**config.mk**
```make
export PLATFORM = sky130hd
export DESIGN_NAME = spi_reg_bank
export DESIGN_NICKNAME = d
export VERILOG_FILES = /design/src/rtl/spi_reg_bank_pkg.sv /design/src/rtl/spi_reg_bank_slot.sv /design/src/rtl/spi_reg_bank.sv
export SDC_FILE = /design/constraint.sdc
export NUM_CORES = 1
export LEC_CHECK = 0
export ABC_AREA = 1
export BUFFER_PORTS_ARGS = -buffer_cell sky130_fd_sc_hd__buf_2
export CAP_MARGIN = 15
export CORE_ASPECT_RATIO = 0.75
export CORE_MARGIN = 8
export CORE_UTILIZATION = 54
export CTS_CLUSTER_SIZE = 24
export DETAILED_ROUTE_END_ITERATION = 8
export PLACE_DENSITY = 0.89
export SLEW_MARGIN = 10
export SYNTH_ARGS = -nofsm -noshare
export SYNTH_HDL_FRONTEND = slang
export SYNTH_SLANG_ARGS = --single-unit
```
**constraint.sdc**
```tcl
create_clock -name CLK -period 2.6 [get_ports CLK]
set_clock_uncertainty 0.15 [all_clocks]
set_input_delay 0.26 -clock CLK [delete_from_list [all_inputs] [get_ports CLK]]
set_output_delay 0.26 -clock CLK [all_outputs]
set_load 0.03 [all_outputs]
```
**src/rtl/spi_reg_bank_pkg.sv**
```systemverilog
// Shared types and constants for the SPI register bank: frame layout,
// acknowledge codes, sequencer state encoding and the saturating counter helper.
package spi_reg_bank_pkg;

    localparam logic [7:0] READ_REQ_ADDR_DEF = 8'hF0;
    localparam logic [7:0] STATUS_BASE_DEF   = 8'h80;
    localparam logic [7:0] UNMAPPED_DATA     = 8'hEE;

    localparam logic [1:0] ACK_WAIT   = 2'b00;
    localparam logic [1:0] ACK_ACCEPT = 2'b01;
    localparam logic [1:0] ACK_RETRY  = 2'b10;
    localparam logic [1:0] ACK_ABORT  = 2'b11;

    typedef enum logic [1:0] {
        ST_IDLE     = 2'd0,
        ST_DECODE   = 2'd1,
        ST_LOAD     = 2'd2,
        ST_WAIT_ACK = 2'd3
    } state_t;

    typedef struct packed {
        logic [7:0] addr;
        logic [7:0] data;
    } frame_t;

    function automatic logic [7:0] sat_inc(input logic [7:0] v);
        return (v == 8'hFF) ? v : v + 8'd1;
    endfunction

endpackage

```
**src/rtl/spi_reg_bank_slot.sv**
```systemverilog
// One-deep holding buffer for completed SPI frames. A push into a full slot
// is refused and flagged, unless the slot is being emptied in the same cycle.
module spi_frame_slot
    import spi_reg_bank_pkg::*;
(
    input  logic   CLK,
    input  logic   RST,
    input  logic   push,
    input  frame_t push_frame,
    input  logic   pop,
    output logic   full,
    output frame_t frame,
    output logic   drop
);

    logic   full_q, full_d;
    frame_t frame_q, frame_d;

    always_comb begin
        full_d  = full_q;
        frame_d = frame_q;
        drop    = 1'b0;
        if (pop) begin
            full_d = 1'b0;
        end
        if (push) begin
            if (full_q && !pop) begin
                drop = 1'b1;
            end else begin
                full_d  = 1'b1;
                frame_d = push_frame;
            end
        end
    end

    always_ff @(posedge CLK or negedge RST) begin
        if (!RST) begin
            full_q  <= 1'b0;
            frame_q <= '0;
        end else begin
            full_q  <= full_d;
            frame_q <= frame_d;
        end
    end

    assign full  = full_q;
    assign frame = frame_q;

endmodule

```
**src/rtl/spi_reg_bank.sv**
```systemverilog
// Control register bank behind the SPI slave: applies write frames to the
// tuner registers and serves read requests through the acknowledge handshake.
//
// state     | meaning
// ----------+-----------------------------------------------------------
// IDLE      | waiting for a frame in the slot; pops it when present
// DECODE    | classify popped frame: register write, read request, error
// LOAD      | latch read-back data/address, raise send_to_pc_request
// WAIT_ACK  | hold request until accept/abort/retry or timeout
module spi_reg_bank
    import spi_reg_bank_pkg::*;
#(
    parameter int         NUM_REGS      = 16,
    parameter logic [7:0] STATUS_BASE   = STATUS_BASE_DEF,
    parameter int         NUM_STATUS    = 4,
    parameter logic [7:0] READ_REQ_ADDR = READ_REQ_ADDR_DEF,
    parameter int         ACK_TIMEOUT   = 255
) (
    input  logic                    CLK,
    input  logic                    RST,
    input  logic                    FRAME_VALID,
    input  logic [7:0]              SPI_DATA,
    input  logic [7:0]              SPI_ADDRESS,
    input  logic [NUM_STATUS*8-1:0] STATUS_IN,
    input  logic [1:0]              acknowledge,
    output logic [NUM_REGS*8-1:0]   REG_OUT,
    output logic                    WR_STROBE,
    output logic [7:0]              WR_ADDR,
    output logic [7:0]              data_to_pc,
    output logic [7:0]              address_to_pc,
    output logic                    send_to_pc_request,
    output logic [7:0]              ERR_CNT
);

    localparam int         IDX_W      = (NUM_REGS > 1) ? $clog2(NUM_REGS) : 1;
    localparam logic [8:0] REGS_END   = 9'(NUM_REGS);
    localparam logic [8:0] STATUS_END = 9'(int'(STATUS_BASE) + NUM_STATUS);
    localparam logic [7:0] TIMEOUT_TC = 8'(ACK_TIMEOUT);

    state_t     state_q, state_d;
    frame_t     frame_q, frame_d;
    logic [7:0] target_q, target_d;
    logic [7:0] cnt_q, cnt_d;
    logic       req_q, req_d;
    logic [7:0] data_pc_q, data_pc_d;
    logic [7:0] addr_pc_q, addr_pc_d;
    logic       wr_strobe_q, wr_strobe_d;
    logic [7:0] wr_addr_q, wr_addr_d;
    logic [7:0] err_q, err_d;
    logic [7:0] regs_q [NUM_REGS];
    logic [7:0] regs_d [NUM_REGS];

    logic       slot_full, slot_drop, slot_pop;
    frame_t     slot_frame;
    logic       err_inc;
    logic [7:0] load_data;
    logic [7:0] st_off;

    assign slot_pop = (state_q == ST_IDLE) && slot_full;

    spi_frame_slot u_slot (
        .CLK        (CLK),
        .RST        (RST),
        .push       (FRAME_VALID),
        .push_frame ({SPI_ADDRESS, SPI_DATA}),
        .pop        (slot_pop),
        .full       (slot_full),
        .frame      (slot_frame),
        .drop       (slot_drop)
    );

    // Read-back source selection; status bytes are sampled live at LOAD.
    always_comb begin
        load_data = UNMAPPED_DATA;
        st_off    = target_q - STATUS_BASE;
        if ({1'b0, target_q} < REGS_END) begin
            load_data = regs_q[target_q[IDX_W-1:0]];
        end else if (target_q >= STATUS_BASE && {1'b0, target_q} < STATUS_END) begin
            for (int k = 0; k < NUM_STATUS; k++) begin
                if (st_off == 8'(k)) begin
                    load_data = STATUS_IN[k*8 +: 8];
                end
            end
        end
    end

    always_comb begin
        state_d     = state_q;
        frame_d     = frame_q;
        target_d    = target_q;
        cnt_d       = cnt_q;
        req_d       = req_q;
        data_pc_d   = data_pc_q;
        addr_pc_d   = addr_pc_q;
        wr_strobe_d = 1'b0;
        wr_addr_d   = wr_addr_q;
        regs_d      = regs_q;
        err_inc     = slot_drop;

        case (state_q)
            ST_IDLE: begin
                if (slot_full) begin
                    frame_d = slot_frame;
                    state_d = ST_DECODE;
                end
            end
            ST_DECODE: begin
                if ({1'b0, frame_q.addr} < REGS_END) begin
                    regs_d[frame_q.addr[IDX_W-1:0]] = frame_q.data;
                    wr_strobe_d = 1'b1;
                    wr_addr_d   = frame_q.addr;
                    state_d     = ST_IDLE;
                end else if (frame_q.addr == READ_REQ_ADDR) begin
                    target_d = frame_q.data;
                    state_d  = ST_LOAD;
                end else begin
                    err_inc = 1'b1;
                    state_d = ST_IDLE;
                end
            end
            ST_LOAD: begin
                addr_pc_d = target_q;
                data_pc_d = load_data;
                req_d     = 1'b1;
                cnt_d     = 8'd0;
                state_d   = ST_WAIT_ACK;
            end
            ST_WAIT_ACK: begin
                case (acknowledge)
                    ACK_ACCEPT, ACK_ABORT: begin
                        req_d   = 1'b0;
                        state_d = ST_IDLE;
                    end
                    ACK_RETRY: begin
                        req_d   = 1'b0;
                        state_d = ST_LOAD;
                    end
                    default: begin
                        cnt_d = cnt_q + 8'd1;
                        if (cnt_d == TIMEOUT_TC) begin
                            req_d   = 1'b0;
                            err_inc = 1'b1;
                            state_d = ST_IDLE;
                        end
                    end
                endcase
            end
            default: state_d = ST_IDLE;
        endcase

        err_d = err_inc ? sat_inc(err_q) : err_q;
    end

    always_ff @(posedge CLK or negedge RST) begin
        if (!RST) begin
            state_q     <= ST_IDLE;
            frame_q     <= '0;
            target_q    <= '0;
            cnt_q       <= '0;
            req_q       <= 1'b0;
            data_pc_q   <= '0;
            addr_pc_q   <= '0;
            wr_strobe_q <= 1'b0;
            wr_addr_q   <= '0;
            err_q       <= '0;
            for (int k = 0; k < NUM_REGS; k++) begin
                regs_q[k] <= '0;
            end
        end else begin
            state_q     <= state_d;
            frame_q     <= frame_d;
            target_q    <= target_d;
            cnt_q       <= cnt_d;
            req_q       <= req_d;
            data_pc_q   <= data_pc_d;
            addr_pc_q   <= addr_pc_d;
            wr_strobe_q <= wr_strobe_d;
            wr_addr_q   <= wr_addr_d;
            err_q       <= err_d;
            regs_q      <= regs_d;
        end
    end

    for (genvar g = 0; g < NUM_REGS; g++) begin : g_reg_out
        assign REG_OUT[g*8 +: 8] = regs_q[g];
    end

    assign WR_STROBE          = wr_strobe_q;
    assign WR_ADDR            = wr_addr_q;
    assign data_to_pc         = data_pc_q;
    assign address_to_pc      = addr_pc_q;
    assign send_to_pc_request = req_q;
    assign ERR_CNT            = err_q;

endmodule
```
Word-level counts from Yosys, hierarchy flattened:

Cells that the tools add are included.

* add/sub/neg operators: 3
* magnitude comparators: 7
* equal/unequal tests: 16
* muxes and demuxes: 35
* bitwise operators: 5
* reductions and logical operators: 18

Operators by type and width (number)
* 128-bit bitwise mux: 1
* 8-bit 2-to-1 mux: 10
* 8-bit binary-select mux with 4-bit select: 1
* 8-bit demux with 4-bit select: 1
* 8-bit equality test (second input constant): 3
* 8-bit by 1-bit adder with 8-bit output (second input constant): 2
* 8-bit by 2-bit equality test with 1-bit output (second input constant): 2
* 8-bit by 5-bit < comparator with 1-bit output (second input constant): 2
* 8-bit one-hot mux with 2 select lines: 1
* 2-bit AND reduction: 7
* 1-bit 2-to-1 mux: 13
* 5-bit >= comparator (second input constant): 2
* 4-bit inverter with 5-bit output: 2
* 2-bit equality test (second input constant): 4
* 8-bit by 1-bit equality test with 1-bit output (second input constant): 1
* 8-bit >= comparator (second input constant): 1
* 8-bit zero test: 1
* 8-bit < comparator (second input constant): 1
* 2-bit 2-to-1 mux: 4
* 2-bit one-hot mux with 4 select lines: 1
* 8-bit subtractor (second input constant): 1
* 5-bit by 1-bit < comparator with 1-bit output (second input constant): 1
* 2-bit by 1-bit equality test with 1-bit output (second input constant): 2
* 1-bit logical AND: 4
* other kinds (13): 16

* bits in registers: 213
* input bits: 53

Logic depth before layout (Yosys ltp):

* depth in word-level cells: 10
* gate-level depth with buffers: 14

Cells and area by module:

A second synthesis with hierarchy kept.

* cell total of the unflattened synthesis: 1143
* area, all modules: 9497.9 um^2

By module, submodules not included
* spi_reg_bank: instances 1, cells each 1068, area each 8800.9 um^2, seq. area each 4904.7 um^2
* spi_frame_slot: instances 1, cells each 75, area each 696.9 um^2, seq. area each 425.4 um^2

Worst setup path after synthesis:

No wires, ideal clock.

* path type: register -> register
* start point: register err_q[0] (netlist: ERR_CNT[0])
* end point: register err_q[6] (netlist: ERR_CNT[6])
* setup time: 66 ps
* data arrival time: 1636 ps
* path slack: 748 ps
* stages on the path, launching flop included: 10
* path buffers: 0
* cells stage by stage: dfrtp_1 > ha_1 > nand2_1 > inv_1 > nand2_1 > nor2_1 > nand3_1 > nand2_2 > nand2_1 > nand2_1

* cells in the longest elaborated chain, start to end: 3

Ends and longest elaborated chain
* start: declaration: line spi_reg_bank.sv:49 `logic [7:0] err_q, err_d;`
* start signal: assignment: line spi_reg_bank.sv:179 `err_q <= err_d;`
* branches (longest 3 deep; another with 8-bit by 1-bit adder with 8-bit output)

Parallel ways; which one is timed is not known.
A chain may end at the register's enable or synchronous reset.

Worst setup path in the final report:

* start point: register target_q[1]
* end point: register data_pc_q[6] (netlist: data_to_pc[6])

* cells in the longest elaborated chain, start to end: 8

Ends and longest elaborated chain
* start: declaration: line spi_reg_bank.sv:42 `logic [7:0] target_q, target_d;`
* start signal: assignment: line spi_reg_bank.sv:172 `target_q <= target_d;`
* 8-bit subtractor: line spi_reg_bank.sv:75 `st_off = target_q - STATUS_BASE;`
* 8-bit zero test: line spi_reg_bank.sv:80 `if (st_off == 8'(k)) begin`
* 8-bit 2-to-1 mux (4 in a row): line spi_reg_bank.sv:80
* 8-bit 2-to-1 mux: line spi_reg_bank.sv:78 `end else if (target_q >= STATUS_BASE && {1'b0, target_q} < STATUS_END) begin`
* 8-bit 2-to-1 mux (*): line spi_reg_bank.sv:76 `if ({1'b0, target_q} < REGS_END) begin`
* end signal: assignment: line spi_reg_bank.sv:175 `data_pc_q <= data_pc_d;`
* end: declaration: line spi_reg_bank.sv:45 `logic [7:0] data_pc_q, data_pc_d;`

Mark *: on every way between the ends. The rest lies on a longest branch, timed or not. The select of a mux whose other input is x is not followed.

==> impl_metrics.py <==
metrics = {
    "outcome": {
        "outcome": "finished, final reports clean",
    },
    "timing": {
        "max-slew-margin-rel_pct": 49.30,
        "min_period_over_period_pct": 88.89,
        "fin_crit_ns": 2.311,
        "clock.fmax_mhz": 432.7,
        "finalHoldViolations": 0,
        "setup_viol": 0,
        "rsz0062_at_grt": "no",
        "slew_viol_final": 0,
        "hold_slack_ns": 0.07972,
        "setup-tns-final_ns": 0,
        "worstMarginPinSlew_ns": 0.7596,
    },
    "synthesis": {
        "synth_area_leaders": "dfrtp_1, nand2_1, o21ai_0",
        "synthDistinctLibCells": 31,
        "synth.top_cell.area_share_pct": 56.27,
        "synthArstFlopShare_pct": 100.0,
        "yosys_register_bits": 213,
        "synth_cells": 1130,
        "synth_top_area_cell": "dfrtp_1",
        "syn-mean-instance-area_um2": 8.383,
        "synth_nets": 1186,
        "synth_edf_count": 0,
        "synth_warnings": 0,
        "synth.yosys.seq_area_share_pct": 56.27,
        "syn_area_um2": 9473,
        "yosys_most_used_dff": "dfrtp_1",
    },
    "placed_design": {
        "place_hpwl_um": 21590,
        "gp_congestion": 0.9022,
        "port_buffers": 214,
    },
    "route": {
        "post-route-drc-count": 0,
        "vias": 9102,
        "routed_wl_um": 30550,
        "via_per_inst": 5.650,
        "first_pass_iters": 6,
        "wl_per_cell_um": 18.96,
        "ant_nets": 0,
        "dr.first_iter.drc_count": 1009,
    },
    "clock_network": {
        "cts_buffers": 21,
        "postCtsResizedCells": 0,
        "clkSinkCount": 213,
        "tritoncts": "yes",
        "clkLatencyLatePin_ns": 0.50,
        "cts-htree-levels": 1,
        "cts_setup_buffers": 0,
        "clk_pin_slew_ns": 0.06,
        "cts_root_buf": "clkbuf_16",
        "clk_path_buf_depth": 3,
    },
    "floorplanning": {
        "die_y_um": 130.7,
        "initial_utilization_pct": 54.46,
        "dieArea_um2": 22080,
        "die_x_um": 168.9,
        "io_pins": 215,
        "std_cell_rows": 42,
        "coreArea_um2": 17390,
    },
    "critical_path": {
        "critPathLaunchType": "flop",
        "required_ns": 2.88,
        "critPathMaxFanout": 32,
        "cpMaxStageDelayCell": "inv_2",
        "cpPeakStageDelay_ns": 0.53,
        "path_cells": "nand2_1 -> inv_2 -> nand2_1 -> nand3_1 -> o221ai_1 -> nand3_1 -> nand3_1 -> nand2_1",
        "crit_buf_inv": 1,
        "endpoint_kind": "flop",
        "crit_family": "simple AND/OR/NAND/NOR gates",
        "worst_ep_arrival_time_ns": 2.59,
        "critical_path_class": "flop to flop",
    },
    "pwr": {
        "combPwrFrac_pct": 43.6,
        "clockPowerShare_pct": 19.8,
        "internal_power_mw": 7.973,
        "sequentialPowerShare_pct": 36.7,
        "power_leakage_nw": 6.139,
        "switching_share_pct": 47.02,
        "power_density_nw_per_um2": 1280,
        "power_switching_mw": 7.075,
        "vdd_drop_max_v": 0.0006553,
    },
    "global_route": {
        "overflow": 0,
        "grt_first_pass_wirelength_um": 47740,
        "grt_usage_pct": 27.52,
        "grt_start_max_net_pins": 74,
        "antenna_found_initial": 0,
        "grt_pass1_vias": 9031,
    },
    "finish": {
        "num-fill-cells": 1346,
        "finalNetCount": 1413,
        "area_growth_pct": 24.14,
        "antenna_cells": 0,
        "final_layout_size_suffix_gt1_share_pct": 21.18,
    },
    "job": {
        "drv_cap": 0,
    },
    "hold_path": {
        "min_path_type": "input port to flop",
    },
}
## Yosys cell counts, types with 7 or more instances
master / instances
a21oi_1: 26
nor2_1: 53
buf_2: 18
nand4_1: 19
clkbuf_1: 35
nand3_1: 67
o221ai_1: 7
inv_1: 66
a22oi_1: 14
o21ai_0: 171
dfrtp_1: 213
nand2_1: 383
## layout make-up
| type | count | area, µm² | area share (%) |
|---|---|---|---|
| sequential | 213 | 5330 | 45.32 |
| clock inverter | 6 | 61.31 | 0.5213 |
| timing repair buffer | 259 | 1545 | 13.14 |
| multi-input combinational | 790 | 3645 | 30.99 |
| clock buffer | 29 | 605.6 | 5.149 |
| inverter | 72 | 270.3 | 2.298 |
| tap | 242 | 302.8 | 2.575 |
## what timing repair did
| item | in CTS | in global routing |
|---|---|---|
| endpoints found under the hold margin | 91 | 0 |
| hold buffers | 26 | 0 |
| endpoints found under the setup margin | 0 | 0 |
## cells in the final DEF, fill, tap and decap left out, types with 7 or more instances in the layout
cell type / netlist / routed
buf_2: 18 / 213
dlygate4sd3_1: 0 / 26
nand2_1: 383 / 383
o21ai_0: 171 / 171
inv_1: 66 / 66
a21oi_1: 26 / 26
nor2_1: 53 / 51
o221ai_1: 7 / 7
nand4_1: 19 / 19
nand3_1: 67 / 67
a22oi_1: 14 / 14
clkbuf_16: 0 / 21
dfrtp_1: 213 / 213
buf_4: 1 / 14
## path summary, 6_finish.rpt
| check | start | end | slack (ns) | depth (start not counted) |
|---|---|---|---|---|
| setup / recovery | target_q[1]$_DFFE_PN0P_ | data_to_pc[6]$_DFFE_PN0P_ | 0.29 | 8 |
| hold / removal | STATUS_IN[0] | data_to_pc[0]$_DFFE_PN0P_ | 0.08 | 7 |
| setup reg to reg | target_q[1]$_DFFE_PN0P_ | data_to_pc[6]$_DFFE_PN0P_ | 0.29 | 8 |
| hold reg to reg | data_to_pc[0]$_DFFE_PN0P_ | data_to_pc[0]$_DFFE_PN0P_ | 0.33 | 2 |
| max in group asynchronous | RST | REG_OUT[42]$_DFFE_PN0P_ | 1.31 | 3 |
| min in group asynchronous | RST | REG_OUT[33]$_DFFE_PN0P_ | 0.20 | 2 |
## routing by layer
metal	share of wire [%]	vias up	GRT usage, %
met3	13	77	10.45
met1	40	4309	35.24
met2	44	554	42.61
met5	0	-	0
li1	-	4162	-
met4	3.0	0	9.581
## worst reg2reg max path, delay by kind of cell, from the launching register on
kind	cells	cell delay (ns)
and+or+nand+nor	6	0.80
buffers and inverters	1	0.53
DFF	1	0.49
AOI/OAI and AO/OA	1	0.27
## metrics by stage
stage | utilization, % | instances | area (µm²) | total power [mW] | worst slack, ns
after floorplan | - | 1130 | 9473 | 9.423 | 0.7478
after global routing | 67.61 | 1611 | 11760 | 15.86 | 0.1251
after detailed placement | 62.28 | 1550 | 10830 | 11.92 | 0.3989
after CTS | 67.61 | 1611 | 11760 | 14.97 | 0.3640
final | 67.61 | 1611 | 11760 | 15.05 | 0.2888
after global placement | 62.28 | 1550 | 10830 | 11.72 | 0.4925
## flip-flops by register name (all words and copies together), names as in the netlist
| name | flops |
|---|---|
| ERR_CNT | 8 |
| REG_OUT | 128 |
| WR_ADDR | 8 |
| WR_STROBE | 1 |
| address_to_pc | 8 |
| cnt_q | 8 |
| data_to_pc | 8 |
| frame_q | 16 |
| send_to_pc_request | 1 |
| state_q | 2 |
| target_q | 8 |
| u_slot.frame | 16 |
| u_slot.full | 1 |
## kinds of logic (layout without fill, tap and decap cells)
kind of cell | after synthesis | count (layout) | share of synthesized area, %
buffers and inverters | 127 | 366 | 5.310
DFF | 213 | 213 | 56.27
xor gates and xnor gates | 5 | 5 | 0.4623
and+or+nand+nor | 546 | 546 | 24.05
muxes | 3 | 3 | 0.3566
AOI/OAI and AO/OA | 233 | 233 | 13.16
adders and majority gates | 3 | 3 | 0.3963
## power groups by stage
stage	Sequential, mW	Combinational (mW)	Clock [mW]
after floorplan	6.93	2.49	0
after global placement	5.44	6.29	0
after detailed placement	5.50	6.42	0
after CTS	5.46	6.51	3.00
after global routing	5.62	7.08	3.16
final	5.52	6.56	2.97
(Power assumes the default switching activity.)
